$ cat config.mk
export PLATFORM = sky130hd
export DESIGN_NAME = lwc_host_tx
export DESIGN_NICKNAME = d
export VERILOG_FILES = /design/src/rtl/lwc_api_pkg.sv /design/src/rtl/lwc_seg_hdr.sv /design/src/rtl/lwc_host_tx.sv
export SDC_FILE = /design/constraint.sdc
export NUM_CORES = 1
export LEC_CHECK = 0
export CAP_MARGIN = 10
export CORE_ASPECT_RATIO = 1.2
export CORE_MARGIN = 10
export CORE_UTILIZATION = 49
export DETAILED_ROUTE_END_ITERATION = 8
export MAX_ROUTING_LAYER = met4
export PLACE_DENSITY_LB_ADDON = 0.1
export SETUP_SLACK_MARGIN = 0.02
export SLEW_MARGIN = 20
export SYNTH_ARGS = -nofsm -noshare
export SYNTH_HDL_FRONTEND = slang
export SYNTH_SLANG_ARGS = --single-unit
$ cat constraint.sdc
create_clock -name clk -period 6.6 [get_ports clk]
set_clock_uncertainty 0.15 [all_clocks]
set_input_delay 0.99 -clock clk [delete_from_list [all_inputs] [get_ports clk]]
set_output_delay 0.99 -clock clk [all_outputs]
set_load 0.05 [all_outputs]
$ cat src/rtl/lwc_api_pkg.sv
// Shared constants, state encoding and small helpers for the LWC host-side transmitter.
package lwc_api_pkg;

    localparam logic [3:0] OP_LDKEY  = 4'h4;
    localparam logic [3:0] OP_ACTKEY = 4'h7;
    localparam logic [3:0] OP_ENC    = 4'h2;
    localparam logic [3:0] OP_DEC    = 4'h3;

    localparam logic [3:0] SEG_AD    = 4'h1;
    localparam logic [3:0] SEG_PT    = 4'h4;
    localparam logic [3:0] SEG_CT    = 4'h5;
    localparam logic [3:0] SEG_TAG   = 4'h8;
    localparam logic [3:0] SEG_KEY   = 4'hC;
    localparam logic [3:0] SEG_NPUB  = 4'hD;

    localparam int HDR_TYPE_LSB = 28;
    localparam int HDR_EOI_BIT  = 26;
    localparam int HDR_EOT_BIT  = 25;
    localparam int HDR_LAST_BIT = 24;
    localparam int HDR_LEN_W    = 16;

    typedef enum logic [3:0] {
        ST_IDLE,
        ST_SDI_INST,
        ST_SDI_HDR,
        ST_SDI_DATA,
        ST_PDI_ACT,
        ST_PDI_INST,
        ST_NPUB_HDR,
        ST_NPUB_DATA,
        ST_AD_HDR,
        ST_AD_DATA,
        ST_MSG_HDR,
        ST_MSG_DATA,
        ST_TAG_HDR,
        ST_TAG_DATA
    } tx_state_t;

    // Byte length rounded up to whole 32-bit words; 0xFFFF bytes still fits in 15 bits.
    function automatic logic [14:0] word_count(input logic [15:0] len_bytes);
        logic [16:0] sum;
        sum = {1'b0, len_bytes} + 17'd3;
        return sum[16:2];
    endfunction

    function automatic logic [31:0] inst_word(input logic [3:0] opcode);
        return {opcode, 28'h0};
    endfunction

endpackage

$ cat src/rtl/lwc_seg_hdr.sv
// Packs segment header fields into the 32-bit LWC API header word.
module lwc_seg_hdr
    import lwc_api_pkg::*;
(
    input  logic [3:0]  seg_type,
    input  logic        eoi,
    input  logic        eot,
    input  logic        last,
    input  logic [15:0] len,
    output logic [31:0] hdr_word
);

    always_comb begin
        hdr_word                        = '0;
        hdr_word[HDR_TYPE_LSB +: 4]     = seg_type;
        hdr_word[HDR_EOI_BIT]           = eoi;
        hdr_word[HDR_EOT_BIT]           = eot;
        hdr_word[HDR_LAST_BIT]          = last;
        hdr_word[HDR_LEN_W-1:0]         = len;
    end

endmodule

$ cat src/rtl/lwc_host_tx.sv
// Host-side LWC API transmitter: sequences instructions and headers, splicing key/din words
// straight through to the core's sdi/pdi ports.
module lwc_host_tx
    import lwc_api_pkg::*;
#(
    parameter int NPUB_WORDS = 4,
    parameter int KEY_WORDS  = 4,
    parameter int TAG_WORDS  = 4
) (
    input  logic        clk,
    input  logic        rst,
    input  logic        cmd_valid,
    output logic        cmd_ready,
    input  logic        cmd_decrypt,
    input  logic        cmd_newkey,
    input  logic [15:0] cmd_ad_len,
    input  logic [15:0] cmd_msg_len,
    input  logic [31:0] key_data,
    input  logic        key_valid,
    output logic        key_ready,
    input  logic [31:0] din_data,
    input  logic        din_valid,
    output logic        din_ready,
    output logic [31:0] pdi_data,
    output logic        pdi_valid,
    input  logic        pdi_ready,
    output logic [31:0] sdi_data,
    output logic        sdi_valid,
    input  logic        sdi_ready,
    output logic        busy
);

    tx_state_t   state;
    logic [14:0] word_cnt;
    logic [14:0] ad_words;
    logic [14:0] msg_words;
    logic [15:0] ad_len_q;
    logic [15:0] msg_len_q;
    logic        decrypt_q;

    logic        pdi_xfer;
    logic        sdi_xfer;
    logic        last_word;
    tx_state_t   after_msg;

    logic [3:0]  hdr_type;
    logic        hdr_eoi;
    logic        hdr_last;
    logic [15:0] hdr_len;
    logic [31:0] hdr_word;

    assign pdi_xfer  = pdi_valid && pdi_ready;
    assign sdi_xfer  = sdi_valid && sdi_ready;
    assign last_word = (word_cnt == 15'd1);
    assign after_msg = decrypt_q ? ST_TAG_HDR : ST_IDLE;
    assign cmd_ready = (state == ST_IDLE);
    assign busy      = (state != ST_IDLE);

    // Each state advances on its final transfer; zero-length AD/MSG skip their data state.
    always_ff @(posedge clk) begin
        if (rst) begin
            state     <= ST_IDLE;
            word_cnt  <= '0;
            ad_words  <= '0;
            msg_words <= '0;
            ad_len_q  <= '0;
            msg_len_q <= '0;
            decrypt_q <= 1'b0;
        end else begin
            case (state)
                ST_IDLE: begin
                    if (cmd_valid) begin
                        decrypt_q <= cmd_decrypt;
                        ad_len_q  <= cmd_ad_len;
                        msg_len_q <= cmd_msg_len;
                        ad_words  <= word_count(cmd_ad_len);
                        msg_words <= word_count(cmd_msg_len);
                        state     <= cmd_newkey ? ST_SDI_INST : ST_PDI_INST;
                    end
                end
                ST_SDI_INST: if (sdi_xfer) state <= ST_SDI_HDR;
                ST_SDI_HDR: begin
                    if (sdi_xfer) begin
                        state    <= ST_SDI_DATA;
                        word_cnt <= 15'(KEY_WORDS);
                    end
                end
                ST_SDI_DATA: begin
                    if (sdi_xfer) begin
                        word_cnt <= word_cnt - 15'd1;
                        if (last_word) state <= ST_PDI_ACT;
                    end
                end
                ST_PDI_ACT:  if (pdi_xfer) state <= ST_PDI_INST;
                ST_PDI_INST: if (pdi_xfer) state <= ST_NPUB_HDR;
                ST_NPUB_HDR: begin
                    if (pdi_xfer) begin
                        state    <= ST_NPUB_DATA;
                        word_cnt <= 15'(NPUB_WORDS);
                    end
                end
                ST_NPUB_DATA: begin
                    if (pdi_xfer) begin
                        word_cnt <= word_cnt - 15'd1;
                        if (last_word) state <= ST_AD_HDR;
                    end
                end
                ST_AD_HDR: begin
                    if (pdi_xfer) begin
                        word_cnt <= ad_words;
                        state    <= (ad_words != '0) ? ST_AD_DATA : ST_MSG_HDR;
                    end
                end
                ST_AD_DATA: begin
                    if (pdi_xfer) begin
                        word_cnt <= word_cnt - 15'd1;
                        if (last_word) state <= ST_MSG_HDR;
                    end
                end
                ST_MSG_HDR: begin
                    if (pdi_xfer) begin
                        word_cnt <= msg_words;
                        state    <= (msg_words != '0) ? ST_MSG_DATA : after_msg;
                    end
                end
                ST_MSG_DATA: begin
                    if (pdi_xfer) begin
                        word_cnt <= word_cnt - 15'd1;
                        if (last_word) state <= after_msg;
                    end
                end
                ST_TAG_HDR: begin
                    if (pdi_xfer) begin
                        state    <= ST_TAG_DATA;
                        word_cnt <= 15'(TAG_WORDS);
                    end
                end
                ST_TAG_DATA: begin
                    if (pdi_xfer) begin
                        word_cnt <= word_cnt - 15'd1;
                        if (last_word) state <= ST_IDLE;
                    end
                end
                default: state <= ST_IDLE;
            endcase
        end
    end

    // EOI lands on the last non-empty pdi segment: MSG, else AD, else NPUB.
    always_comb begin
        hdr_type = SEG_NPUB;
        hdr_eoi  = 1'b0;
        hdr_last = 1'b0;
        hdr_len  = '0;
        case (state)
            ST_SDI_HDR: begin
                hdr_type = SEG_KEY;
                hdr_eoi  = 1'b1;
                hdr_last = 1'b1;
                hdr_len  = 16'(4 * KEY_WORDS);
            end
            ST_NPUB_HDR: begin
                hdr_type = SEG_NPUB;
                hdr_eoi  = (ad_len_q == '0) && (msg_len_q == '0);
                hdr_len  = 16'(4 * NPUB_WORDS);
            end
            ST_AD_HDR: begin
                hdr_type = SEG_AD;
                hdr_eoi  = (ad_len_q != '0) && (msg_len_q == '0);
                hdr_len  = ad_len_q;
            end
            ST_MSG_HDR: begin
                hdr_type = decrypt_q ? SEG_CT : SEG_PT;
                hdr_eoi  = (msg_len_q != '0);
                hdr_last = !decrypt_q;
                hdr_len  = msg_len_q;
            end
            ST_TAG_HDR: begin
                hdr_type = SEG_TAG;
                hdr_last = 1'b1;
                hdr_len  = 16'(4 * TAG_WORDS);
            end
            default: ;
        endcase
    end

    lwc_seg_hdr u_seg_hdr (
        .seg_type (hdr_type),
        .eoi      (hdr_eoi),
        .eot      (1'b1),
        .last     (hdr_last),
        .len      (hdr_len),
        .hdr_word (hdr_word)
    );

    // Header/instruction states hold a state-derived word; data states are wired straight through.
    always_comb begin
        pdi_valid = 1'b0;
        pdi_data  = '0;
        sdi_valid = 1'b0;
        sdi_data  = '0;
        din_ready = 1'b0;
        key_ready = 1'b0;
        case (state)
            ST_SDI_INST: begin
                sdi_valid = 1'b1;
                sdi_data  = inst_word(OP_LDKEY);
            end
            ST_SDI_HDR: begin
                sdi_valid = 1'b1;
                sdi_data  = hdr_word;
            end
            ST_SDI_DATA: begin
                sdi_valid = key_valid;
                sdi_data  = key_data;
                key_ready = sdi_ready;
            end
            ST_PDI_ACT: begin
                pdi_valid = 1'b1;
                pdi_data  = inst_word(OP_ACTKEY);
            end
            ST_PDI_INST: begin
                pdi_valid = 1'b1;
                pdi_data  = inst_word(decrypt_q ? OP_DEC : OP_ENC);
            end
            ST_NPUB_HDR, ST_AD_HDR, ST_MSG_HDR, ST_TAG_HDR: begin
                pdi_valid = 1'b1;
                pdi_data  = hdr_word;
            end
            ST_NPUB_DATA, ST_AD_DATA, ST_MSG_DATA, ST_TAG_DATA: begin
                pdi_valid = din_valid;
                pdi_data  = din_data;
                din_ready = pdi_ready;
            end
            default: ;
        endcase
    end

endmodule

Word level (Yosys, flattened, before mapping):

Index checks and enable logic that the tools add are counted.

* add/sub/neg operators: 3
* equality and inequality tests: 35
* multiplexer cells: 43
* reduce and logical (&&, ||, !) cells: 24

Operators with widths (count)
* $pmux W32 S4: 1
* $pmux W32 S3: 1
* $mux W15: 6
* $pmux W15 S6: 1
* $mux W4: 21
* $pmux W4 S14: 1
* $pmux W16 S3: 1
* $ne A2 B2 Y1 const B: 19
* $add A16 B2 Y17 const B: 2
* $logic_not A16 Y1: 2
* $reduce_bool A16 Y1: 2
* $reduce_bool A15 Y1: 2
* $eq A4 B4 Y1 const B: 6
* $reduce_and A19 Y1: 1
* $eq A4 B3 Y1 const B: 4
* $pmux W4 S4: 1
* $eq A15 B1 Y1 const B: 1
* $sub A15 B1 Y15 const B: 1
* $eq A4 B2 Y1 const B: 2
* $reduce_or A4 Y1: 2
* $reduce_and A7 Y1: 1
* $pmux W1 S2: 3
* $reduce_bool A6 Y1: 1
* $reduce_or A2 Y1: 3
* other kinds (13): 20

* output and inout bits: 70
* logic and storage cells: 112
* register bits after elaboration: 82

Depth between registers and ports, before layout:

Gate-level depths: netlist of run 1.

* word-level depth: 6
* gate-level depth with buffers: 9

By module:

From an unflattened synthesis of run 1, not the netlist that was laid out.

* cells, all modules: 726
* area, all modules: 5500.3 um^2

By module, submodules not included
* lwc_host_tx: times used 1, sequential area each 1641.6 um^2, area an instance 5256.3 um^2, cells each 693
* lwc_seg_hdr: times used 1, sequential area each 0.0 um^2, area an instance 244.0 um^2, cells each 33

Worst setup path before layout of run 1:

No wires, ideal clock.

* kind: reg-to-output
* start: reg state[1]
* end: out pdi_data[28]
* slack: 1876 ps
* data required time: 5460 ps
* arrival: 3584 ps
* stages on the path, launching flop included: 7
* path through: dfxtp_1 > clkbuf_1 > clkbuf_1 > nand2b_1 > mux2_2 > nor2_1 > a2111oi_0

* cells in the longest elaborated chain, start to end: 3

Ends and longest elaborated chain
* start, declared: line lwc_host_tx.sv:33 `tx_state_t state;`
* start signal, assigned: line lwc_host_tx.sv:78 `state <= cmd_newkey ? ST_SDI_INST : ST_PDI_INST;`
* start signal, assigned: line lwc_host_tx.sv:111 `state <= (ad_words != '0) ? ST_AD_DATA : ST_MSG_HDR;`
* start signal, assigned: line lwc_host_tx.sv:123 `state <= (msg_words != '0) ? ST_MSG_DATA : after_msg;`
* $eq A4 B4 Y1, or another cell as far along: line lwc_host_tx.sv:155, lwc_host_tx.sv:204
* $pmux W4 S4, or another cell as far along: line lwc_host_tx.sv:155 `case (state)`
* $pmux W32 S4 *: line lwc_host_tx.sv:204 `case (state)`
* end, declared: line lwc_host_tx.sv:24 `output logic [31:0] pdi_data,`

Every way passes the cells marked *; elsewhere a longest branch is shown, timed or not.

Worst setup path after layout of run 1:

* start: reg state[3]
* end: out pdi_data[2]

* cells in the longest elaborated chain, start to end: 4

Ends and longest elaborated chain (line)
* $eq A4 B2 Y1, or another cell as far along: lwc_host_tx.sv:155
* $reduce_or A3 Y1 (no source line)
* $pmux W16 S3: lwc_host_tx.sv:155
* $pmux W32 S4 *: lwc_host_tx.sv:204

Marks and branches as above.

==> flow_metrics.env, run 1 <==
export IMPL_outcome="finished clean"
export IMPL_wire_per_inst_um=18.81
export IMPL_leakage_nw=2.617
export IMPL_hold_end="msg_len_q[2]"
export IMPL_final_min_clock_period_ns=4.693
export IMPL_ff2ff_path_depth=5
export IMPL_syn_area_um2=4981
export IMPL_finalSetupViolCount=0
export IMPL_ir_worst_vdd_v=0.0001836
export IMPL_rsz0062_at_grt="no"
export IMPL_ys_seq_area_share_pct=32.96
export IMPL_synthSimpleGateAreaFrac_pct=27.23
export IMPL_path_buf_inv=4
export IMPL_rr_startpoint="state[3]"
export IMPL_nets=943
export IMPL_hold_class="flip-flop to flip-flop"
export IMPL_root_buffer="clkbuf_16"
export IMPL_synth_xor_area_share_pct=3.868
export IMPL_syn_inst=693
export IMPL_core_um2=9960
export IMPL_diodes=0
export IMPL_internal_power_mw=1.327
export IMPL_cp_arrival_ns=3.55
export IMPL_path_clk_slew_ns=0.06
export IMPL_path_common_cell="inv_1"
export IMPL_h_tree_depth=3
export IMPL_hpwl_um=13900
export IMPL_synth_edff_count=0
export IMPL_synth_area_mux_share_pct=3.065
export IMPL_gr_total_overflow=0
export IMPL_ys_flop_type="dfxtp_1"
export IMPL_io_pins=175
export IMPL_die_w_um=112.0
export IMPL_relSlewSlack_pct=35.31
export IMPL_cts_buffer_depth=2
export IMPL_place_port_buffers=174
export IMPL_cts_hold_buf=0
export IMPL_ys_ff_latch=82
export IMPL_synth_top_family_by_area="simple AND/OR/NAND/NOR gates"
export IMPL_drt_iter0_drc=474
export IMPL_die_area_um2=14620
export IMPL_combPwrFrac_pct=47.6
export IMPL_die_h_um=130.4
export IMPL_syn_to_final_growth_pct=41.67
export IMPL_track_usage_pct=24.28
export IMPL_layout_cells_non_filler=967
export IMPL_ys_types=54
export IMPL_nFillCells=829
export IMPL_clkPwrFrac_pct=20.8
export IMPL_numClockSinks=82
export IMPL_synthArstFlopShare_pct=0
export IMPL_placed_cells=951
export IMPL_post_dp_cell_area_um2=6754
export IMPL_grt_antenna_before_repair=0
export IMPL_r2r_end="word_cnt[9]"
export IMPL_avgSynthCellArea_um2=7.188
export IMPL_synth_fp_nets=800
export IMPL_critPathKind="flip-flop to primary output"
export IMPL_holdWs_ns=0.3321
export IMPL_yosys_warnings=0
export IMPL_yosys_area_share_adder_pct=0.5024
export IMPL_power_mw=2.412
export IMPL_p_switching_mw=1.085
export IMPL_post_cts_buffers=0
export IMPL_endpoint_kind="primary output"
export IMPL_cts_tree="built"
export IMPL_worstMarginPinSlew_ns=0.9690
export IMPL_fin_tns_setup_ns=0
export IMPL_crit_cells=7
export IMPL_routed_wl_um=18190
export IMPL_path_delay_family="buffers and inverters"
export IMPL_drc=0
export IMPL_slowest_stage="dfxtp_1"
export IMPL_viasPerCell=5.886
export IMPL_worst_r2r_setup_slack_ns=3.72
export IMPL_ctsResizeCount=0
export IMPL_fin_area_um2=7057
export IMPL_grt_pass1_wl_um=28550
export IMPL_dr_pass1_iters=7
export IMPL_finalMaxSlewViolations=0
export IMPL_gp_congestion=0.9452
export IMPL_min_from="msg_len_q[2]"
export IMPL_vias=5692
export IMPL_synth_compound_area_share_pct=26.10
export IMPL_drive_gt1_share_pct=4.400
export IMPL_cp_cell_sequence="inv_1, xnor2_1, nor2_1, buf_4, a222oi_1, inv_1, clkdlybuf4s50_1"
export IMPL_rows=40
export IMPL_pwr_share_seq_pct=31.6
export IMPL_required_ns=5.46
export IMPL_drv_cap=0
export IMPL_cts_made_buffers=9
export IMPL_p_sw_share_pct=44.97
export IMPL_grt_start_max_net_pins=88
export IMPL_ant_nets=0
export IMPL_grt_pass1_vias=5532
export IMPL_clk_latency_ns=0.34
export IMPL_start_kind="flip-flop"
export IMPL_cpPeakStageDelay_ns=0.91
export IMPL_crit_path_max_fanout=28
export IMPL_p_per_area_nw_per_um2=341.8
export IMPL_hold_depth=2
export IMPL_start_util_pct=50.01
export IMPL_finalCritPeriodShare_pct=71.11
export IMPL_hold_viol_final=0
export IMPL_fmax_ghz=0.2131
layout make-up:
type	instances	area (µm²)	share of cell area (%)
Multi-Input combinational cell	528	3047	43.17
Clock buffer	10	229.0	3.245
Timing Repair Buffer	181	1789	25.35
Sequential cell	82	1642	23.26
Clock inverter	6	65.06	0.9220
Inverter	34	127.6	1.809
Tap cell	126	157.7	2.234
per-layer routing:
layer	up-vias	wire length, µm	GRT usage, %	share of wire (%)
li1	2774	-	-	-
met1	2600	7293	27.62	40
met2	285	9158	41.52	50
met3	33	1287	4.970	7.1
met4	0	454	9.193	2.5
met5	-	0	-	0
through the flow:
step	setup WS [ns]	utilization, %
6_report	1.907	70.85
5_1_grt	1.717	70.85
4_1_cts	1.831	70.77
3_5_place_dp	2.169	67.81
3_3_place_gp	2.341	67.81
2_1_floorplan	1.876	-
cell usage in the layout, fill, tap and decap left out, drive strengths merged, types with 3 or more instances in the layout:
| cell type | Yosys | routed |
|---|---|---|
| a22oi | 3 | 3 |
| inv | 34 | 35 |
| buf | 9 | 8 |
| clkbuf | 40 | 10 |
| nor2 | 43 | 43 |
| xor2 | 13 | 13 |
| a21oi | 90 | 90 |
| o22ai | 5 | 5 |
| a222oi | 17 | 17 |
| nand2b | 4 | 4 |
| and2 | 39 | 39 |
| a211oi | 11 | 11 |
| clkdlybuf4s50 | 0 | 173 |
| nor3 | 17 | 17 |
| xnor2 | 9 | 9 |
| nor3b | 4 | 4 |
| and3 | 7 | 7 |
| or2 | 4 | 4 |
| nor4 | 17 | 17 |
| a221oi | 3 | 3 |
| a41o | 4 | 4 |
| o21a | 3 | 3 |
| nand2 | 108 | 108 |
| o211ai | 4 | 4 |
| mux2i | 13 | 13 |
| nand3 | 18 | 18 |
| dfxtp | 82 | 82 |
| o21ai | 46 | 46 |
| clkinv | 0 | 3 |
| or3 | 5 | 5 |
| nand4 | 8 | 8 |
Yosys cell counts, drive strengths merged (3+ instances only):
library cell / n / share of area [%]
nand2: 108 / 8.1
a41o: 4 / 0.80
inv: 34 / 2.6
a211oi: 11 / 1.7
clkbuf: 40 / 3.0
and2: 39 / 4.9
o21ai: 46 / 4.6
a221oi: 3 / 0.53
nor4: 17 / 2.1
a222oi: 17 / 3.4
o22ai: 5 / 0.63
xor2: 13 / 2.3
o211ai: 4 / 0.60
a22oi: 3 / 0.45
nand2b: 4 / 0.50
or3: 5 / 0.63
or2: 4 / 0.50
nor3: 17 / 1.7
nor3b: 4 / 0.60
buf: 9 / 0.70
mux2i: 13 / 2.6
nand3: 18 / 1.8
nand4: 8 / 1.0
and3: 7 / 0.88
a21oi: 90 / 9.0
nor2: 43 / 3.2
o21a: 3 / 0.45
xnor2: 9 / 1.6
dfxtp: 82 / 33
registers in the layout, summed over array words and instances, names as in the netlist:
signal and flops:
ad_len_q 16, ad_words 15, decrypt_q 1, msg_len_q 16
msg_words 15, state 4, word_cnt 15
kinds of logic after synthesis:
group,count (synthesis)
adders and majority gates,2
xor gates and xnor gates,22
AOI/OAI and AO/OA,208
and+or+nand+nor,281
DFF,82
muxes,15
buffers and inverters,83
power groups by stage:
stage | combinational [mW] | clock [mW] | sequential (mW)
final | 1.15 | 0.501 | 0.762
after CTS | 1.14 | 0.508 | 0.756
after global routing | 1.25 | 0.527 | 0.776
after detailed placement | 1.14 | 0 | 0.766
after global placement | 1.12 | 0 | 0.762
after floorplan | 0.828 | 0 | 0.693
tightest hold or removal path: stages, from the launching register on:
cell and delay, ns:
dfxtp_1 0.33, nand2_1 0.06, a21oi_1 0.05
worst max path at each step:
stage | from | to | slack (ns)
2_1_floorplan | state[1] | pdi_data[28] | 1.88
3_3_place_gp | state[3] | pdi_data[7] | 2.34
3_5_place_dp | state[3] | pdi_data[2] | 2.17
4_1_cts | state[3] | pdi_data[11] | 1.83
5_1_grt | state[3] | pdi_data[11] | 1.72
6_report | state[3] | pdi_data[2] | 1.91
Power figures use the tool's default switching activity.
==> run 2: changes to the inputs <==
--- a/config.mk
+++ b/config.mk
@@ -8,7 +8,7 @@
 export CAP_MARGIN = 10
 export CORE_ASPECT_RATIO = 1.2
 export CORE_MARGIN = 10
-export CORE_UTILIZATION = 49
+export CORE_UTILIZATION = 41
 export DETAILED_ROUTE_END_ITERATION = 8
 export MAX_ROUTING_LAYER = met4
 export PLACE_DENSITY_LB_ADDON = 0.1
==> constraint.sdc (replaced) <==
create_clock -name clk -period 4.25 [get_ports clk]
set_clock_uncertainty 0.15 [all_clocks]
set_input_delay 0.6375 -clock clk [delete_from_list [all_inputs] [get_ports clk]]
set_output_delay 0.6375 -clock clk [all_outputs]
set_load 0.05 [all_outputs]
==> run 2 against run 1 <==
Compared with the run above: clock power up 64%; combinational power is 61% higher; critical path depth unchanged; first-iteration DRC count rose by 17%; die area is 16% higher; via count is 0.90% lower; clock-buffer cell count is the same; sequential share of layout area down 0.97 points; sequential power rose by 54%; worst setup slack got worse by 1.2 ns; hold slack worse by 0.0014 ns; total power is 59% higher; largest power group unchanged; highest routed layer unchanged.
==> flow_metrics.env, run 2 (same netlist as run 1, synthesis figures left out) <==
export IMPL_syn_to_final_growth_pct=47.85
export IMPL_cts_hold_buf=0
export IMPL_layout_cells_non_filler=1008
export IMPL_ir_worst_vdd_v=0.0002774
export IMPL_crit_path_max_fanout=27
export IMPL_die_h_um=140.7
export IMPL_cp_cell_sequence="nand2_1, xnor2_1, nor2_1, buf_4, a222oi_1, inv_1, buf_12"
export IMPL_placed_cells=992
export IMPL_wl_met2_um=10060
export IMPL_track_usage_pct=22.62
export IMPL_routed_wl_um=19560
export IMPL_path_delay_family="flip-flops"
export IMPL_start_util_pct=41.50
export IMPL_p_per_area_nw_per_um2=521.6
export IMPL_highest_layer="met4"
export IMPL_numClockSinks=82
export IMPL_grt_pass1_wl_um=30100
export IMPL_viasPerCell=5.596
export IMPL_rows=44
export IMPL_ant_nets=0
export IMPL_critPathKind="flip-flop to primary output"
export IMPL_rsz0062_at_grt="no"
export IMPL_vias=5641
export IMPL_clk_latency_ns=0.34
export IMPL_fin_tns_setup_ns=0
export IMPL_wl_met1_um=7571
export IMPL_reg_top3="ad_len_q (16), msg_len_q (16)"
export IMPL_leakage_nw=2.844
export IMPL_dr_wl_met3_um=1449
export IMPL_cts_made_buffers=9
export IMPL_worst_r2r_setup_slack_ns=1.60
export IMPL_layout_common_cells="clkdlybuf4s50_1, nand2_1, a21oi_1"
export IMPL_endpoint_kind="primary output"
export IMPL_final_common_cell="clkdlybuf4s50_1"
export IMPL_hold_class="flip-flop to flip-flop"
export IMPL_drc=0
export IMPL_grt_antenna_before_repair=0
export IMPL_ctsResizeCount=0
export IMPL_drv_cap=0
export IMPL_gp_congestion=0.9026
export IMPL_grt_start_max_net_pins=64
export IMPL_hpwl_um=15320
export IMPL_outcome="finished clean"
export IMPL_post_cts_buffers=0
export IMPL_required_ns=3.46
export IMPL_diodes=0
export IMPL_path_buf_inv=3
export IMPL_worstMarginPinSlew_ns=0.8906
export IMPL_wire_per_inst_um=19.40
export IMPL_core_um2=12000
export IMPL_grt_pass1_vias=5442
export IMPL_die_area_um2=16980
export IMPL_ff2ff_path_depth=5
export IMPL_slowest_stage="dfxtp_1"
export IMPL_hold_viol_final=0
export IMPL_final_min_clock_period_ns=3.548
export IMPL_gr_total_overflow=0
export IMPL_cp_arrival_ns=2.76
export IMPL_cpPeakStageDelay_ns=0.66
export IMPL_power_mw=3.842
export IMPL_root_buffer="clkbuf_16"
export IMPL_start_kind="flip-flop"
export IMPL_finalMaxSlewViolations=0
export IMPL_finalCritPeriodShare_pct=83.49
export IMPL_r2r_end="word_cnt[9]"
export IMPL_dr_pass1_iters=6
export IMPL_die_w_um=120.6
export IMPL_startpoint="state[2]"
export IMPL_place_port_buffers=174
export IMPL_relSlewSlack_pct=40.63
export IMPL_drt_iter0_drc=553
export IMPL_cts_tree="built"
export IMPL_h_tree_depth=3
export IMPL_finalSetupViolCount=0
export IMPL_io_pins=175
export IMPL_crit_cells=7
export IMPL_drive_gt1_share_pct=11.45
export IMPL_rr_startpoint="state[2]"
export IMPL_path_clk_slew_ns=0.07
export IMPL_holdWs_ns=0.3307
export IMPL_cts_buffer_depth=2
export IMPL_nets=949
export IMPL_cp_endpoint="pdi_data[6]"
export IMPL_fmax_ghz=0.2818
[run 2: how the worst min path moves through the flow]
| stage | start | to | slack (ns) | cells past startpoint |
|---|---|---|---|---|
| finish | ad_len_q[6] | ad_len_q[6] | 0.33 | 2 |
| global route | msg_len_q[7] | msg_len_q[7] | 0.36 | 2 |
| CTS | ad_len_q[6] | ad_len_q[6] | 0.33 | 2 |
| detailed placement | msg_words[14] | msg_words[14] | 0.32 | 2 |
| global placement | msg_words[14] | msg_words[14] | 0.30 | 2 |
| floorplan | msg_words[14] | msg_words[14] | 0.29 | 2 |
[run 2: tightest hold or removal path: stages, from the launching register on]
cell and delay [ns]:
dfxtp_1 0.32, nand2_1 0.06, a21oi_1 0.05
[run 2: metal layers]
metal | vias to the layer above | track usage, %
met3 | 30 | 5.314
met4 | 0 | 7.188
met2 | 231 | 38.53
met5 | - | -
met1 | 2598 | 25.58
li1 | 2782 | -
[run 2: where the power goes]
| part | total, mW | switching [mW] | internal, mW |
|---|---|---|---|
| clock | 0.820 | 0.341 | 0.479 |
| combinational | 1.85 | 1.18 | 0.674 |
| sequential | 1.17 | 0.211 | 0.958 |
| total | 3.84 | 1.73 | 2.11 |
[run 2: metrics by stage]
step                      utilization [%]  setup WS (ns)  cell area, µm²
after floorplan                         -         0.5567            4982
after global routing                61.36         0.5593            7365
final                               61.36         0.7017            7365
after CTS                           61.31         0.7225            7358
after global placement              58.72         0.9986            7047
after detailed placement            58.72         0.9426            7047
[run 2: cell type report]
cell class,count,area (µm²)
repair buffers,187,2037
clock buffers,10,239.0
multi-input cells,528,3045
well taps,161,201.4
clock inverters,6,72.57
fillers,1079,4637
flip-flops and latches,82,1642
inverters,34,127.6
==> run 3: changes to the inputs <==
==> constraint.sdc (replaced) <==
create_clock -name clk -period 2.9 [get_ports clk]
set_clock_uncertainty 0.15 [all_clocks]
set_input_delay 0.435 -clock clk [delete_from_list [all_inputs] [get_ports clk]]
set_output_delay 0.435 -clock clk [all_outputs]
set_load 0.05 [all_outputs]
==> run 3 against run 2 <==
Compared with the run above: routed wire length fell by 1.1%; final cell count up 0.50%; flip-flop and latch count stayed put; critical endpoint is now pdi_data[26].
==> flow_metrics.env, run 3 (same netlist as run 1, synthesis figures left out) <==
export IMPL_r2r_end="state[0]"
export IMPL_required_ns=2.32
export IMPL_layout_common_cells="nand2_1, clkdlybuf4s50_1, a21oi_1"
export IMPL_start_kind="flip-flop"
export IMPL_worstMarginPinSlew_ns=0.8539
export IMPL_cts_hold_buf=0
export IMPL_start_util_pct=41.50
export IMPL_drive_gt1_share_pct=14.08
export IMPL_leakage_nw=3.010
export IMPL_critPathKind="flip-flop to primary output"
export IMPL_drv_cap=0
export IMPL_grt_pass1_vias=5450
export IMPL_path_delay_family="simple AND/OR/NAND/NOR gates"
export IMPL_finalCritPeriodShare_pct=95.02
export IMPL_cts_tree="built"
export IMPL_rows=44
export IMPL_final_common_cell="nand2_1"
export IMPL_io_pins=175
export IMPL_diodes=0
export IMPL_fin_ws_ns=0.1443
export IMPL_cp_cell_sequence="nor4_1, nand4_1, or3_1, a211o_1, nand2_1, buf_12"
export IMPL_grt_antenna_before_repair=0
export IMPL_holdWs_ns=0.3259
export IMPL_cp_arrival_ns=2.17
export IMPL_nets=954
export IMPL_cts_made_buffers=9
export IMPL_root_buffer="clkbuf_16"
export IMPL_drt_iter0_drc=499
export IMPL_rr_startpoint="word_cnt[8]"
export IMPL_power_mw=5.919
export IMPL_hold_end="ad_len_q[15]"
export IMPL_outcome="finished clean"
export IMPL_internal_power_mw=3.317
export IMPL_fin_tns_setup_ns=0
export IMPL_finalMaxSlewViolations=0
export IMPL_post_cts_buffers=0
export IMPL_path_buf_inv=1
export IMPL_placed_cells=997
export IMPL_place_port_buffers=174
export IMPL_pwr_share_seq_pct=28.8
export IMPL_wire_per_inst_um=19.09
export IMPL_gp_congestion=0.9159
export IMPL_min_from="ad_len_q[15]"
export IMPL_viasPerCell=5.671
export IMPL_fin_util_pct=65.63
export IMPL_hpwl_um=15210
export IMPL_p_switching_mw=2.602
export IMPL_p_per_area_nw_per_um2=751.4
export IMPL_endpoint_kind="primary output"
export IMPL_numClockSinks=82
export IMPL_relSlewSlack_pct=42.55
export IMPL_fin_area_um2=7876
export IMPL_die_area_um2=16980
export IMPL_slowest_stage="or3_1"
export IMPL_final_min_clock_period_ns=2.756
export IMPL_track_usage_pct=22.23
export IMPL_core_um2=12000
export IMPL_grt_pass1_wl_um=29740
export IMPL_clk_latency_ns=0.34
export IMPL_p_sw_share_pct=43.96
export IMPL_hold_class="flip-flop to flip-flop"
export IMPL_reg_top3="ad_len_q (16), msg_len_q (16)"
export IMPL_gr_total_overflow=0
export IMPL_layout_cells_non_filler=1013
export IMPL_hold_viol_final=0
export IMPL_hold_depth=2
export IMPL_vias=5745
export IMPL_dr_pass1_iters=5
export IMPL_startpoint="ad_len_q[10]"
export IMPL_cpPeakStageDelay_ns=0.36
export IMPL_finalSetupViolCount=0
export IMPL_cts_buffer_depth=2
export IMPL_post_dp_cell_area_um2=7562
export IMPL_syn_to_final_growth_pct=58.13
export IMPL_path_clk_slew_ns=0.07
export IMPL_routed_wl_um=19340
export IMPL_ir_worst_vdd_v=0.0003653
export IMPL_drc=0
export IMPL_ff2ff_path_depth=5
export IMPL_rsz0062_at_grt="no"
export IMPL_die_w_um=120.6
export IMPL_fmax_ghz=0.3629
export IMPL_ant_nets=0
export IMPL_post_place_ws_ns=0.4865
export IMPL_clkPwrFrac_pct=20.1
export IMPL_worst_r2r_setup_slack_ns=0.46
export IMPL_combPwrFrac_pct=51.2
export IMPL_h_tree_depth=3
export IMPL_grt_start_max_net_pins=88
export IMPL_crit_path_max_fanout=3
export IMPL_die_h_um=140.7
## run 3: final cells by class
class,count,area (µm²)
tap,161,201.4
sequential,82,1642
clock buffer,9,225.2
fill,1018,4125
clock inverter,7,82.58
timing repair buffer,192,2547
inverter,34,127.6
multi-input combinational,528,3050
## run 3: worst max path at each step
stage / end / cells past startpoint / slack (ns)
floorplan: pdi_data[30] / 5 / 0.03
global placement: pdi_data[26] / 6 / 0.47
detailed placement: state[0] / 5 / 0.49
CTS: pdi_data[26] / 6 / 0.10
global route: pdi_data[8] / 8 / 0.02
finish: pdi_data[26] / 6 / 0.14
## run 3: power groups by stage
stage	combinational [mW]	clock, mW	sequential (mW)
after detailed placement	3.01	0	1.72
after CTS	3.02	1.20	1.69
final	3.03	1.19	1.70
after global placement	2.97	0	1.71
after floorplan	1.89	0	1.58
after global routing	3.25	1.24	1.74
## run 3: what timing repair did
action	4_1_cts	5_1_grt
endpoints found under the hold margin	0	0
setup endpoints to repair	0	1
resized for setup	0	1
## run 3: worst min-delay path: cells and delay by family (launching register included)
| kind | cells | cell delay (ns) |
|---|---|---|
| compound gates | 1 | 0.05 |
| flops | 1 | 0.32 |
| simple gates | 1 | 0.06 |
## run 3: metal layers
layer | up-vias | wire (µm) | global-route usage (%)
met5 | - | 0 | -
met4 | 0 | 340 | 5.789
met3 | 25 | 1326 | 4.674
met2 | 226 | 9981 | 38.85
met1 | 2699 | 7687 | 25.14
li1 | 2795 | - | -
